`config.mk`:
```
export PLATFORM = sky130hd
export DESIGN_NAME = skeeball_game_ctrl
export DESIGN_NICKNAME = d
export VERILOG_FILES = /design/src/rtl/skeeball_game_ctrl.sv
export SDC_FILE = /design/constraint.sdc
export NUM_CORES = 1
export LEC_CHECK = 0
export ABC_AREA = 0
export BUFFER_PORTS_ARGS = -buffer_cell sky130_fd_sc_hd__buf_2
export CORE_ASPECT_RATIO = 1.4
export CORE_MARGIN = 1
export CORE_UTILIZATION = 57
export CTS_BUF_LIST = sky130_fd_sc_hd__clkbuf_8
export DETAILED_ROUTE_END_ITERATION = 8
export GPL_TIMING_DRIVEN = 0
export PLACE_DENSITY = 0.82
export SYNTH_ARGS = -nofsm -noshare
export SYNTH_HDL_FRONTEND = slang
export SYNTH_SLANG_ARGS = --single-unit
```
`constraint.sdc`:
```
create_clock -name clk -period 2.5 [get_ports clk]
set_input_delay 0.125 -clock clk [delete_from_list [all_inputs] [get_ports clk]]
set_output_delay 0.125 -clock clk [all_outputs]
set_load 0.01 [all_outputs]
```
`src/rtl/skeeball_game_ctrl.sv`:
```
// Skeeball game sequencer: arms a game on start, scores hole hits, counts balls
// and the game clock, and locks the sensors out for a few ticks after each ball.
module skeeball_game_ctrl #(
  parameter int NUM_BALLS = 9,
  parameter int GAME_SECS = 60,
  parameter int HOLD_SECS = 5,
  parameter int SCORE_W   = 10
) (
  input  logic               clk,
  input  logic               Reset,
  input  logic               tick_1hz,
  input  logic               start_btn,
  input  logic [4:0]         hole,
  input  logic               gutter,
  output logic [1:0]         state,
  output logic [SCORE_W-1:0] score,
  output logic [3:0]         balls_left,
  output logic [7:0]         secs_left,
  output logic               game_over
);

  typedef enum logic [1:0] {
    IDLE = 2'd0,
    PLAY = 2'd1,
    HOLD = 2'd2,
    OVER = 2'd3
  } state_t;

  // Headroom so the largest award can be added before saturating.
  localparam int SUM_W = SCORE_W + 7;

  state_t             state_reg, state_next;
  logic [SCORE_W-1:0] score_reg, score_next;
  logic [3:0]         balls_reg, balls_next;
  logic [7:0]         secs_reg, secs_next;
  logic [3:0]         hold_reg, hold_next;
  logic               game_over_reg, game_over_next;

  logic [6:0]         pts [5];
  logic [6:0]         award;
  logic [SUM_W-1:0]   score_sum;
  logic [SCORE_W-1:0] score_sat;
  logic [3:0]         ball_dec;
  logic               expire;
  logic               hold_exit;

  // Each bit only contributes when no higher bit is set, so at most one is non-zero.
  genvar gi;
  generate
    for (gi = 0; gi < 5; gi++) begin : g_pts
      assign pts[gi] = (hole[gi] && ((hole >> (gi + 1)) == 5'd0)) ? 7'(10 * (gi + 1)) : 7'd0;
    end
  endgenerate

  always_comb begin
    award = 7'd0;
    for (int i = 0; i < 5; i++) award = award | pts[i];
  end

  always_comb begin
    state_next     = state_reg;
    score_next     = score_reg;
    balls_next     = balls_reg;
    secs_next      = secs_reg;
    hold_next      = hold_reg;
    game_over_next = 1'b0;

    expire    = tick_1hz && (secs_reg == 8'd1);
    hold_exit = tick_1hz && (hold_reg == 4'd1);
    score_sum = SUM_W'(score_reg) + SUM_W'(award);
    score_sat = (|score_sum[SUM_W-1:SCORE_W]) ? {SCORE_W{1'b1}} : score_sum[SCORE_W-1:0];
    ball_dec  = (balls_reg != 4'd0) ? balls_reg - 4'd1 : 4'd0;

    case (state_reg)
      IDLE, OVER: begin
        if (start_btn) begin
          state_next = PLAY;
          score_next = '0;
          balls_next = 4'(NUM_BALLS);
          secs_next  = 8'(GAME_SECS);
          hold_next  = 4'd0;
        end
      end
      PLAY: begin
        if (tick_1hz && (secs_reg != 8'd0)) secs_next = secs_reg - 8'd1;
        if (hole != 5'd0) begin
          score_next = score_sat;
          balls_next = ball_dec;
          hold_next  = 4'(HOLD_SECS);
          state_next = HOLD;
        end else if (gutter) begin
          balls_next = ball_dec;
          hold_next  = 4'(HOLD_SECS);
          state_next = HOLD;
        end
        if (expire) state_next = OVER;
      end
      HOLD: begin
        if (tick_1hz) begin
          if (secs_reg != 8'd0) secs_next = secs_reg - 8'd1;
          if (hold_reg != 4'd0) hold_next = hold_reg - 4'd1;
        end
        if (hold_exit) state_next = (balls_reg == 4'd0) ? OVER : PLAY;
        // Clock expiry aborts the lockout.
        if (expire) state_next = OVER;
      end
      default: state_next = IDLE;
    endcase

    game_over_next = (state_next == OVER) && (state_reg != OVER);
  end

  always_ff @(posedge clk) begin
    if (Reset) begin
      state_reg     <= IDLE;
      score_reg     <= '0;
      balls_reg     <= 4'd0;
      secs_reg      <= 8'd0;
      hold_reg      <= 4'd0;
      game_over_reg <= 1'b0;
    end else begin
      state_reg     <= state_next;
      score_reg     <= score_next;
      balls_reg     <= balls_next;
      secs_reg      <= secs_next;
      hold_reg      <= hold_next;
      game_over_reg <= game_over_next;
    end
  end

  assign state      = state_reg;
  assign score      = score_reg;
  assign balls_left = balls_reg;
  assign secs_left  = secs_reg;
  assign game_over  = game_over_reg;

endmodule
```
==> summary.txt <==
Clock network
  – Post CTS Setup Buffer Count: 0
  – CTS resizes: 0
  – Reg clk slew, reported paths: 0.06 ns
  – Htree depth: 2
  – CTS Buffer Depth: 2
  – CTS tree: built
  – Clk_lat worst skew: 0.28 ns
  – Count of clock tree sinks: 29
  – Root Driver: clkbuf_8
  – Hold_buf cts: 0
  – CTS Buf Count: 5

Synthesis
  – Syn Inst Count: 226
  – Syn avg cell area: 8.30 µm²
  – FFs w/ async S/R, synth: 0%
  – Synthesized area: 1880 µm²
  – Register bit total from synthesis: 29
  – Ys flop type: dfxtp_1
  – Yosys warns: 0
  – Synth Net Count: 251
  – EDFF count, synth: 0
  – Sequential-to-total area share from yosys stat: 30.9%
  – Synth unique cells: 56

Worst hold path
  – Worst hold path type: input port to flop

Job
  – Max_cap viols: 0

Cells and area
  – Multi-input gate area: 1210 µm²
  – Fillcell total: 277
  – Antenna Cells: 0
  – Area grow syn2layout: 15.7%
  – Final Net Count: 291
  – Share of cells above drive strength 1: 21.0%
  – Storage element area: 581 µm²
  – Fin cells: 306
  – Max reg flops: 10

Route
  – DR DRC count: 0
  – Drt wl/cell: 15.3 µm
  – Vias: 1908
  – Final ANT Viol Nets: 0
  – Initial DRC Count: 68
  – Drt first pass iters: 5
  – Vias per cell: 6.24
  – Post-Route WL: 4.67 mm

STA
  – Final Cycle Share: 94.2%
  – Clock Skew: 0.00606 ns
  – Slew headroom: 61.6%
  – FMAX: 425 MHz
  – Final slew viol count: 0
  – RSZ-0062 raised after global routing: no
  – WHS: 0.247 ns
  – Final Hold Fails: 0
  – Worst-Margin Slew: 0.576 ns
  – Crit path time final: 2.35 ns
  – Setup violations, final: 0

Pwr
  – Peak supply drop: 0.000543 V
  – Power density cells: 990 nW/µm²
  – Leakage power: 0.939 nW
  – Final Total Pwr: 0.00215 W

Global route
  – Vias in the first global route: 1733
  – First-pass GRT wire length: 7.38 mm
  – Remaining Overflow, GRT: 0
  – All-Layer GR Usage: 27.1%
  – Initial antenna violation count: 0
  – Largest net degree at the start of global routing: 11

Place
  – Final Wtd Congestion: 0.862
  – Placed Instances: 298
  – Port Buffer Count: 33
  – Post-DP HPWL: 3.48 mm

Critical path
  – Critical-path maximum fanout: 7
  – Cell family with most CP delay: compound AO/OA/AOI/OAI gates
  – Crit path kind: input port to flop
  – Crit path launch type: input port
  – Worst Path Required: 2.65 ns
  – Critical path arrival: 2.50 ns
  – CP cell instances: buf_2, or2_2, nor2_1, ha_1, a211oi_1, o21bai_1, o21ai_0, nand3b_1, o221ai_1
  – Worst-path cell with the longest stage delay: o21ai_0
  – Worst Setup End Kind: flop
  – Crit path buf inv count: 1
  – Max incr delay on CP: 0.40 ns

Floorplan
  – Total Die Area: 3530 µm²
  – Placeable Area: 3120 µm²
  – Initial core utilization: 60.1%
  – Die W: 50.5 µm
  – Rows: 24
  – Die Ht: 69.9 µm
  – I/O pins: 35

Outcome
  – Status: finished clean
==> area by class of cell <==
cell class | count | area share, %
Clock buffer | 5 | 3.17
Inverter | 16 | 2.77
Buffer | 6 | 1.10
Sequential cell | 29 | 26.7
Clock inverter | 3 | 0.519
Timing Repair Buffer | 33 | 7.61
Tap cell | 39 | 2.25
Multi-Input combinational cell | 175 | 55.9
==> worst register-to-register path, delay by kind of cell (launching register included) <==
family / cells / cell delay (ns)
adder cells (fa/ha/maj): 1 / 0.35
AND/OR/NAND/NOR: 2 / 0.73
buffers and inverters: 1 / 0.08
AO/OA/AOI/OAI: 2 / 0.53
flip-flops: 1 / 0.42
==> worst paths after layout <==
path                                                from                         to  slack, ns  cells after the start
worst min register to register  hold_reg[1]$_SDFFE_PP0P_   hold_reg[1]$_SDFFE_PP0P_       0.45                      2
worst max-delay path                             hole[4]      score[5]$_SDFFE_PP0P_       0.15                      9
worst min-delay path                           start_btn  secs_left[3]$_SDFFE_PP0P_       0.25                      3
worst max register to register       state[0]$_SDFF_PP0_   hold_reg[3]$_SDFFE_PP0P_       0.32                      6
==> Yosys cell counts, types with 2 or more instances <==
cell | count | area [µm²]
clkbuf_1 | 4 | 15.0
a211oi_1 | 3 | 22.5
o21ai_0 | 13 | 65.1
a21oi_1 | 30 | 150
a21o_1 | 5 | 37.5
o211a_1 | 2 | 20.0
nor2_1 | 15 | 56.3
or3_1 | 4 | 25.0
a22oi_1 | 4 | 30.0
xor2_1 | 3 | 26.3
a31o_2 | 3 | 26.3
nand2b_1 | 3 | 18.8
nor3_1 | 4 | 20.0
dfxtp_1 | 29 | 581
or2_2 | 3 | 18.8
a31oi_1 | 5 | 31.3
nor4_1 | 2 | 12.5
nand2_1 | 10 | 37.5
o32ai_1 | 2 | 17.5
nor2b_1 | 3 | 18.8
a41oi_1 | 2 | 17.5
o221a_2 | 3 | 33.8
o21bai_1 | 3 | 22.5
nor3b_1 | 2 | 15.0
nand3_1 | 8 | 40.0
ha_1 | 14 | 175
inv_1 | 16 | 60.1
or4_1 | 3 | 22.5
==> layout by cell type (no fill, tap or decap), types with 2 or more instances in the layout <==
| cell type | n |
|---|---|
| o21bai_1 | 3 |
| a31o_2 | 3 |
| nand2b_1 | 3 |
| o211a_1 | 2 |
| ha_1 | 14 |
| o221a_2 | 3 |
| nor2_1 | 15 |
| clkbuf_1 | 4 |
| a31oi_1 | 5 |
| or3_1 | 4 |
| nand3_1 | 8 |
| a22oi_1 | 4 |
| a21o_1 | 5 |
| nor3_1 | 4 |
| xor2_1 | 3 |
| inv_1 | 19 |
| buf_2 | 34 |
| or4_1 | 3 |
| o32ai_1 | 2 |
| a211oi_1 | 3 |
| nand2_1 | 10 |
| nor2b_1 | 3 |
| clkbuf_8 | 5 |
| nor4_1 | 2 |
| dfxtp_1 | 29 |
| a41oi_1 | 2 |
| o21ai_0 | 13 |
| or2_2 | 3 |
| nor3b_1 | 2 |
| a21oi_1 | 30 |
==> routing by layer <==
layer	GRT usage (%)	up-vias	part of all wire, %
met5	0	-	0
met4	11.7	0	1.6
met3	6.10	12	4.9
met2	47.3	77	53
met1	30.7	890	41
li1	-	929	-
==> power breakdown <==
part / internal [W] / switching [W] / total (W)
Combinational: 0.000452 / 0.000659 / 0.00111
Sequential: 0.000566 / 0.000117 / 0.000683
Clock: 0.000185 / 0.000171 / 0.000356
Total: 0.00120 / 0.000947 / 0.00215
==> kinds of logic after synthesis <==
group | Yosys count | share of synthesized area, %
buffers and inverters | 22 | 4.47
xor gates and xnor gates | 4 | 1.87
DFF | 29 | 30.9
and+or+nand+nor | 67 | 20.1
AOI/OAI and AO/OA | 89 | 32.2
adders and majority gates | 15 | 10.4
==> through the flow <==
step / utilization [%] / setup TNS (ns) / cell area [µm²] / setup WS (ns)
after detailed placement: 66.9 / -0.433 / 2090 / -0.0772
after global placement: 66.9 / -0.403 / 2090 / -0.0855
final: 69.5 / 0 / 2170 / 0.145
after floorplan: - / 0 / 1880 / 0.437
after CTS: 69.5 / 0 / 2170 / 0.176
after global routing: 69.5 / 0 / 2170 / 0.0164
(Power assumes the default switching activity.)
